[config.mk]
export PLATFORM = sky130hd
export DESIGN_NAME = uart_tx_fifo
export DESIGN_NICKNAME = d
export VERILOG_FILES = /design/src/rtl/uart_tx_fifo.sv
export SDC_FILE = /design/constraint.sdc
export NUM_CORES = 1
export LEC_CHECK = 0
export CORE_ASPECT_RATIO = 0.9
export CORE_MARGIN = 2
export CORE_UTILIZATION = 40
export DETAILED_ROUTE_END_ITERATION = 12
export GPL_ROUTABILITY_DRIVEN = 0
export SLEW_MARGIN = 10
export SYNTH_ARGS = -nofsm -noshare
export SYNTH_HDL_FRONTEND = slang
export SYNTH_SLANG_ARGS = --single-unit
[constraint.sdc]
create_clock -name clk_i -period 5.71 [get_ports clk_i]
set_clock_uncertainty 0.15 [all_clocks]
set_input_delay 1.142 -clock clk_i [delete_from_list [all_inputs] [get_ports clk_i]]
set_output_delay 1.142 -clock clk_i [all_outputs]
set_load 0.02 [all_outputs]
[src/rtl/uart_tx_fifo.sv]
// uart_tx_fifo: 8N1 LSB-first UART transmitter with a small byte FIFO in front.
// A valid/ready producer fills the FIFO; the transmit FSM pops one byte per
// frame and holds every bit for divisor_i+1 clock cycles. The divisor is
// latched at pop time, so changing it mid-frame only affects the next frame.
module uart_tx_fifo #(
    parameter int FIFO_DEPTH = 4,
    parameter int DIV_W      = 32
) (
    input  logic                          clk_i,
    input  logic                          rstn_i,
    input  logic [7:0]                    data_i,
    input  logic                          valid_i,
    output logic                          ready_o,
    input  logic [DIV_W-1:0]              divisor_i,
    output logic                          tx_o,
    output logic                          busy_o,
    output logic [$clog2(FIFO_DEPTH):0]   level_o
);

    localparam int AW = $clog2(FIFO_DEPTH);
    localparam int LW = AW + 1;
    localparam logic [LW-1:0] LVL_FULL = LW'(FIFO_DEPTH);

    typedef enum logic [1:0] {
        ST_IDLE  = 2'd0,
        ST_START = 2'd1,
        ST_DATA  = 2'd2,
        ST_STOP  = 2'd3
    } state_t;

    // Reset synchroniser
    logic [1:0]       r_rst_sync;
    logic             w_rstn;

    // FIFO storage and bookkeeping
    logic [7:0]       r_mem [FIFO_DEPTH];
    logic [AW-1:0]    r_wr_ptr;
    logic [AW-1:0]    r_rd_ptr;
    logic [LW-1:0]    r_level;

    // Transmit engine
    state_t           r_state;
    logic [7:0]       r_shift;
    logic [DIV_W-1:0] r_div;
    logic [DIV_W-1:0] r_cnt;
    logic [2:0]       r_bit;
    logic             r_tx;

    logic             w_push;
    logic             w_pop;
    logic             w_cnt_zero;
    logic             w_not_empty;

    // Reset asserts asynchronously and is released two edges after rstn_i rises
    always_ff @(posedge clk_i or negedge rstn_i) begin
        if (!rstn_i) begin
            r_rst_sync <= 2'b00;
        end else begin
            r_rst_sync <= {r_rst_sync[0], 1'b1};
        end
    end

    assign w_rstn      = r_rst_sync[1];

    assign w_not_empty = (r_level != {LW{1'b0}});
    assign w_cnt_zero  = (r_cnt == {DIV_W{1'b0}});
    assign ready_o     = (r_level != LVL_FULL);
    assign w_push      = valid_i && ready_o;
    // A frame starts from IDLE, or directly out of the final STOP cycle so
    // queued bytes go out back to back without an idle gap.
    assign w_pop       = w_not_empty &&
                         ((r_state == ST_IDLE) || ((r_state == ST_STOP) && w_cnt_zero));

    assign tx_o        = r_tx;
    assign level_o     = r_level;
    assign busy_o      = (r_state != ST_IDLE) || w_not_empty;

    // FIFO write/read pointers, storage and occupancy; pointers wrap naturally
    always_ff @(posedge clk_i or negedge w_rstn) begin
        if (!w_rstn) begin
            r_wr_ptr <= {AW{1'b0}};
            r_rd_ptr <= {AW{1'b0}};
            r_level  <= {LW{1'b0}};
            for (int i = 0; i < FIFO_DEPTH; i++) begin
                r_mem[i] <= 8'h00;
            end
        end else begin
            if (w_push) begin
                r_mem[r_wr_ptr] <= data_i;
                r_wr_ptr        <= r_wr_ptr + AW'(1);
            end
            if (w_pop) begin
                r_rd_ptr <= r_rd_ptr + AW'(1);
            end
            case ({w_push, w_pop})
                2'b10:   r_level <= r_level + LW'(1);
                2'b01:   r_level <= r_level - LW'(1);
                default: r_level <= r_level;
            endcase
        end
    end

    // Transmit FSM: per-bit down-counter, bit index, shift register and serial output
    always_ff @(posedge clk_i or negedge w_rstn) begin
        if (!w_rstn) begin
            r_state <= ST_IDLE;
            r_shift <= 8'h00;
            r_div   <= {DIV_W{1'b0}};
            r_cnt   <= {DIV_W{1'b0}};
            r_bit   <= 3'd0;
            r_tx    <= 1'b1;
        end else begin
            case (r_state)
                ST_IDLE: begin
                    if (w_pop) begin
                        r_shift <= r_mem[r_rd_ptr];
                        r_div   <= divisor_i;
                        r_cnt   <= divisor_i;
                        r_bit   <= 3'd0;
                        r_tx    <= 1'b0;
                        r_state <= ST_START;
                    end else begin
                        r_tx    <= 1'b1;
                    end
                end
                ST_START: begin
                    if (w_cnt_zero) begin
                        r_cnt   <= r_div;
                        r_tx    <= r_shift[0];
                        r_bit   <= 3'd0;
                        r_state <= ST_DATA;
                    end else begin
                        r_cnt   <= r_cnt - DIV_W'(1);
                    end
                end
                ST_DATA: begin
                    if (w_cnt_zero) begin
                        r_cnt <= r_div;
                        if (r_bit == 3'd7) begin
                            r_tx    <= 1'b1;
                            r_state <= ST_STOP;
                        end else begin
                            r_bit   <= r_bit + 3'd1;
                            r_shift <= {1'b0, r_shift[7:1]};
                            r_tx    <= r_shift[1];
                        end
                    end else begin
                        r_cnt <= r_cnt - DIV_W'(1);
                    end
                end
                ST_STOP: begin
                    if (w_cnt_zero) begin
                        if (w_pop) begin
                            r_shift <= r_mem[r_rd_ptr];
                            r_div   <= divisor_i;
                            r_cnt   <= divisor_i;
                            r_bit   <= 3'd0;
                            r_tx    <= 1'b0;
                            r_state <= ST_START;
                        end else begin
                            r_tx    <= 1'b1;
                            r_state <= ST_IDLE;
                        end
                    end else begin
                        r_cnt <= r_cnt - DIV_W'(1);
                    end
                end
                default: begin
                    r_tx    <= 1'b1;
                    r_state <= ST_IDLE;
                end
            endcase
        end
    end

endmodule
==> summary.md, run 1 <==
| Metric | Value |
|---|---|
| Layout cell share with drive strength beyond 1 | 0.1824 |
| Die ar. | roughly 17000 sq um |
| Largest net degree at the start of global routing | 70 |
| Final setup fails | 0 |
| CP Capture Type | flip-flop |
| Cells after Synth | 606 |
| Worst-path clk slew | 0.06 ns |
| Status | complete, no violations |
| Minimum clock period | roughly 4 ns |
| Setup TNS | 0 ns |
| Total gr overflow | 0 |
| Total Routing Usage GR | 0.1996 |
| Placed cell count | approximately 830 |
| Max Fclk | ~250 MHz |
| Root Driver | clkbuf_16 |
| EDFF count, synth | 0 |
| WL/cell | between 15 and 20 microns |
| Worst Tran Pin Value | ~1.1 ns |
| Synth Cell Area | about 6500 sq um |
| TritonCTS Sinks | roughly 120 |
| Area of the core | around 16000 sq um |
| Worst vdd ir | roughly 0.21 mV |
| Initial antenna violation count | 0 |
| Final worst slack | 1.629 ns |
| Routed WL | roughly 16000 microns |
| Nets | between 700 and 800 |
| Initial core utilization | 0.4052 |
| First-pass GRT wire length | between 20000 and 30000 microns |
| Sequential cell area fraction in the yosys report | 0.4605 |
| Max H-tree Level | 4 |
| Mapped Avg Cell Area | about 11 sq um |
| Leakage | ~3.2 nW |
| Post-CTS setup buffers | 0 |
| Setup CP Type | reg2reg |
| Number of remaining DRC errors | 0 |
| DR vias/cell | between 5 and 6 |
| CP arrival | between 4 and 5 ns |
| TritonCTS Buffers | 17 |
| DR pass1 iterations | 5 |
| Die Span Y | between 100 and 150 microns |
| Non-Filler Instances | 865 |
| Synth warn | 0 |
| Ant diodes | 0 |
| Fraction of registers with async set or reset after synthesis | 1.000 |
| Cts hold-fix bufs | 0 |
| CTS tree | yes |
| Max Cap Viol | 0 |
| Worst skew pair latency | 0.43 ns |
| Dpl ws | ~1.7 ns |
| CP Launch Type | flip-flop |
| PostCTS Resize Cnt | 0 |
| Final core utilization | 0.4790 |
| Fin. max-slew vios | 0 |
| RSZ-0062 raised after global routing | false |
| Hold Vio Cnt, Final | 0 |
| CP Max Fanout | 24 |
| FP Rows | 44 |
| DR vias | about 5k |
| Max clock buf depth | 2 |
| DP HPWL | roughly 11000 microns |
| Horiz. Die Dim | 138.0 microns |
| Yosys reg bits | around 120 |
| Primary FF master, synth | dfrtp_1 |
| Synth unique cells | 65 |
| Initial DRC count | around 380 |
| IO Pins | roughly 50 |
| Vias in the first global route | between 5k and 6k |
| Synth Net Count | roughly 660 |
| Normalized max-slew margin | 0.2855 |
| Port Buf Inserts | 48 |
| Pwr dens | approximately 330 nW/um^2 |
| Req. time, crit path | ~5.9 ns |
| ANT nets after route | 0 |
| Fin crit share | 0.7148 |
| Hold Crit Class | reg2reg |
| Syn-to-layout area delta | 18.22% |
## cells in the mapped netlist (5+ instances only)
library cell,number,share of area
ha_1,14,0.027
nor3_1,19,0.015
dfrtp_1,118,0.46
a211oi_1,7,0.0081
o221ai_1,7,0.0095
mux2_2,58,0.10
nor2_1,54,0.031
nor4_1,8,0.0077
clkbuf_1,19,0.011
a21oi_1,16,0.012
nand2_1,43,0.025
buf_2,5,0.0039
o31ai_1,5,0.0058
mux2_4,8,0.019
o21ai_0,31,0.024
or3_1,5,0.0048
o21ai_1,6,0.0046
xnor2_1,18,0.024
a22oi_1,15,0.017
nand3_1,17,0.013
inv_1,15,0.0087
o22ai_1,11,0.011
xor2_1,13,0.018
mux2i_1,6,0.0093
nor3b_1,5,0.0058
mux4_2,8,0.028
## power by group
group,switching [mW],internal [mW],total [mW],leakage (nW)
Sequential,0.0878,0.992,1.08,1.42
Combinational,0.170,0.242,0.412,1.48
Clock,0.431,0.609,1.04,0.272
Total,0.689,1.84,2.53,3.17
## cell usage in the layout, fill, tap and decap left out, types with 16 or more instances in the layout
master,n
clkbuf_16,17
nand3_1,17
o21ai_0,31
mux2_2,58
clkdlybuf4s50_1,48
dfrtp_1,117
xnor2_1,18
nor2_1,54
nor3_1,19
a21oi_1,16
nand2_1,43
## final timing paths
path / cells past startpoint / endpoint / slack, ns / from
worst max-delay path: 12 / level_o[2]$_DFFE_PN0P_ / 1.63 / r_cnt[15]$_DFF_PN0_
worst min-delay path: 0 / r_rst_sync[1]$_DFF_PN0_ / 0.20 / r_rst_sync[0]$_DFF_PN0_
worst max register to register: 12 / level_o[2]$_DFFE_PN0P_ / 1.63 / r_cnt[15]$_DFF_PN0_
worst min register to register: 0 / r_rst_sync[1]$_DFF_PN0_ / 0.20 / r_rst_sync[0]$_DFF_PN0_
max in group asynchronous: 1 / r_cnt[1]$_DFF_PN0_ / 3.88 / r_rst_sync[1]$_DFF_PN0_
min in group asynchronous: 0 / r_div[16]$_DFFE_PN0P_ / 0.22 / r_rst_sync[1]$_DFF_PN0_
## logic make-up (layout without fill, tap and decap cells)
kind of cell / Yosys count / after routing / share of synthesized area
fa+ha+maj: 15 / 15 / 0.03017
simple gates: 182 / 182 / 0.1422
flops: 119 / 119 / 0.4605
mux: 80 / 80 / 0.1567
buf+inv: 48 / 100 / 0.03481
compound gates: 130 / 130 / 0.1331
other cells: 1 / 1 / 0.0005797
xor+xnor: 31 / 31 / 0.04197
## cell type report
cell class,count,area [sq um]
fillers,1432,8318
multi-input cells,439,3264
flip-flops and latches,119,2983
repair buffers,52,510.5
clock buffers,18,429.2
well taps,207,259.0
clock inverters,14,141.4
inverters,16,60.06
## registers in the layout, indices dropped and copies added (netlist names), named ones only
name and flops:
r_shift 8, r_mem 32, tx_o 1, r_state 2, r_bit 3, r_div 32
r_rst_sync 2, r_cnt 22, r_wr_ptr 2, level_o 3, r_rd_ptr 2
## stage by stage
| step | power [mW] | hold WS, ns | cell area [sq um] |
|---|---|---|---|
| after floorplan | 1.362 | 0.1812 | 6469 |
| after global placement | 1.484 | 0.1834 | 7077 |
| after detailed placement | 1.513 | 0.1855 | 7077 |
| after CTS | 2.558 | 0.1985 | 7647 |
| after global routing | 2.651 | 0.1986 | 7647 |
| final | 2.532 | 0.1978 | 7647 |
## worst max-delay path, cell delays in order, from the launching register on
cell	delay, ns
dfrtp_1	0.43
nor3_1	0.48
nand4_1	0.39
nor4_4	0.65
nor2_1	0.08
buf_4	0.25
inv_2	0.42
ha_1	0.28
inv_1	0.06
fa_1	0.37
xor2_1	0.15
nor2_1	0.11
xor2_1	0.16
## metal layers
| layer | vias to the layer above | global-route usage | share of wire |
|---|---|---|---|
| li1 | 2300 | - | - |
| met1 | 2442 | 0.2832 | 0.48 |
| met2 | 138 | 0.3029 | 0.45 |
| met3 | 24 | 0.03845 | 0.049 |
| met4 | 0 | 0.07863 | 0.019 |
| met5 | - | 0 | 0 |
Note: power is estimated with default switching activity, not from simulation.
==> run 2, diff against run 1 <==
Clock period 5.71 ns to 3.95 ns, I/O delays scaled along.
==> run 2 against run 1 <==
Sequential power rose by 45%. Non-clock buffer count rose by 7. First-iteration DRC count rose by 18%. Worst setup slack got worse by 0.86 ns. Routed wire length fell by 0.18%. Highest routed layer unchanged. Clock power rose by 38%. Register-to-register slack got worse by 0.86 ns. Combinational power rose by 44%. Critical path type unchanged. Die area did not move. Final area rose by 0.36%. Final cell count rose by 0.81%.
==> summary.md, run 2 (synthesis results as in run 1) <==
| Metric | Value |
|---|---|
| Setup CP Type | reg2reg |
| Post-CTS setup buffers | 0 |
| Initial core utilization | 0.4052 |
| Port Buf Inserts | 48 |
| Vias in the first global route | ~5.1k |
| Commonest non-fill, non-tap cell in the layout | dfrtp_1 |
| Worst skew pair latency | approximately 0.43 ns |
| Worst vdd ir | ~0.32 mV |
| Status | complete, no violations |
| Req. time, crit path | approximately 4.1 ns |
| Max Cap Viol | 0 |
| DR top layer | met4 |
| Sw Ratio | 0.2756 |
| Ant diodes | 0 |
| Fin. max-slew vios | 0 |
| Max clock buf depth | 2 |
| PostCTS Resize Cnt | 0 |
| Power Total | between 3 and 4 mW |
| Psw | ~0.99 mW |
| Routed WL | around 16000 microns |
| Hold Vio Cnt, Final | 0 |
| Setup TNS | 0 ns |
| WL/cell | ~18 microns |
| Max H-tree Level | 4 |
| Minimum clock period | approximately 3.2 ns |
| Normalized max-slew margin | 0.3319 |
| Horiz. Die Dim | ~140 microns |
| Final setup fails | 0 |
| DR vias/cell | 5.677 |
| Max Fclk | 314.2 MHz |
| Clk pwr share | 0.398 |
| CP Capture Type | flip-flop |
| Commonest non-fill, non-tap cells in the layout | 117 x dfrtp_1, 58 x mux2_2, 54 x nor2_1, 48 x clkdlybuf4s50_1, 43 x nand2_1 |
| Number of remaining DRC errors | 0 |
| Pwr dens | between 400 and 500 nW/um^2 |
| ANT nets after route | 0 |
| CP Launch Type | flip-flop |
| Sequential share of power | 0.437 |
| RSZ-0062 raised after global routing | false |
| Area of the core | around 16000 sq um |
| Die ar. | 17210 sq um |
| DR vias | 4950 |
| Initial antenna violation count | 0 |
| Placed cell count | 840 |
| Part of the power in combinational logic | 0.165 |
| DR pass1 iterations | 5 |
| DP HPWL | 10860 microns |
| Metal2 WL | about 7400 microns |
| Fin crit share | 0.8058 |
| Total Routing Usage GR | 0.1963 |
| IO Pins | slightly below 50 |
| M1 WL | slightly below 8000 microns |
| TritonCTS Buffers | 17 |
| Leakage | between 3 and 4 nW |
| Layout cell share with drive strength beyond 1 | 0.1910 |
| CP arrival | roughly 3.4 ns |
| Nets | 710 |
| Worst Tran Pin Value | between 1 and 1.5 ns |
| Syn-to-layout area delta | 18.65% |
| TritonCTS Sinks | around 120 |
| Total gr overflow | 0 |
| Worst-path clk slew | roughly 0.06 ns |
| P_int | about 2.6 mW |
| First-pass GRT wire length | 26960 microns |
| Top flop regs | r_div x32, r_mem x32, r_cnt x22 |
| CTS tree | yes |
| Root Driver | clkbuf_16 |
| Met3 routed WL | between 700 and 800 microns |
| Cts hold-fix bufs | 0 |
| Largest net degree at the start of global routing | 76 |
| Die Span Y | 124.6 microns |
| Hold Crit Class | reg2reg |
| Non-Filler Instances | ~870 |
| Initial DRC count | 449 |
| CP Max Fanout | 22 |
| FP Rows | 44 |
-- run 2: routing by layer --
metal,track usage,up-vias
met5,0,-
met1,0.2750,2499
met4,0.08163,0
met3,0.04344,18
li1,-,2319
met2,0.2956,114
-- run 2: final cells by class --
type | count | area, sq um
clock buffer | 18 | 429.2
clock inverter | 14 | 116.4
timing repair buffer | 59 | 563.0
multi-input combinational | 439 | 3264
tap | 207 | 259.0
inverter | 16 | 60.06
fill | 1443 | 8290
sequential | 119 | 2983
-- run 2: worst max-delay path, cell delays in order (launching register included) --
cell      delay [ns]
dfrtp_1         0.44
nor3_1          0.48
nand4_1         0.40
nor3_2          0.28
buf_4           0.18
a21o_1          0.63
o221ai_1        0.29
o221ai_1        0.24
-- run 2: power by group through the flow --
| stage | sequential [mW] | combinational (mW) | clock (mW) |
|---|---|---|---|
| 2_1_floorplan | 1.57 | 0.400 | 0 |
| 4_1_cts | 1.57 | 0.602 | 1.45 |
| 6_report | 1.57 | 0.592 | 1.43 |
| 3_3_place_gp | 1.57 | 0.574 | 0 |
| 3_5_place_dp | 1.59 | 0.599 | 0 |
| 5_1_grt | 1.60 | 0.648 | 1.51 |
-- run 2: final timing paths --
check,depth (start not counted),slack (ns),end,startpoint
worst max register to register,7,0.77,r_cnt[11]$_DFF_PN0_,r_cnt[15]$_DFF_PN0_
worst max-delay path,7,0.77,r_cnt[11]$_DFF_PN0_,r_cnt[15]$_DFF_PN0_
worst min register to register,0,0.20,r_rst_sync[1]$_DFF_PN0_,r_rst_sync[0]$_DFF_PN0_
min in group asynchronous,0,0.36,r_div[15]$_DFFE_PN0P_,r_rst_sync[1]$_DFF_PN0_
max in group asynchronous,1,2.39,r_div[3]$_DFFE_PN0P_,r_rst_sync[1]$_DFF_PN0_
worst min-delay path,0,0.20,r_rst_sync[1]$_DFF_PN0_,r_rst_sync[0]$_DFF_PN0_
-- run 2: stage by stage --
| stage | util | cell area [sq um] | hold slack [ns] | worst slack (ns) |
|---|---|---|---|---|
| 3_3_place_gp | 0.4466 | 7129 | 0.1854 | 0.9815 |
| 2_1_floorplan | - | 6469 | 0.1812 | 0.2410 |
| 6_report | 0.4807 | 7675 | 0.1966 | 0.7672 |
| 5_1_grt | 0.4807 | 7675 | 0.2097 | 0.5271 |
| 3_5_place_dp | 0.4466 | 7129 | 0.1847 | 0.8748 |
| 4_1_cts | 0.4807 | 7675 | 0.1980 | 0.8452 |
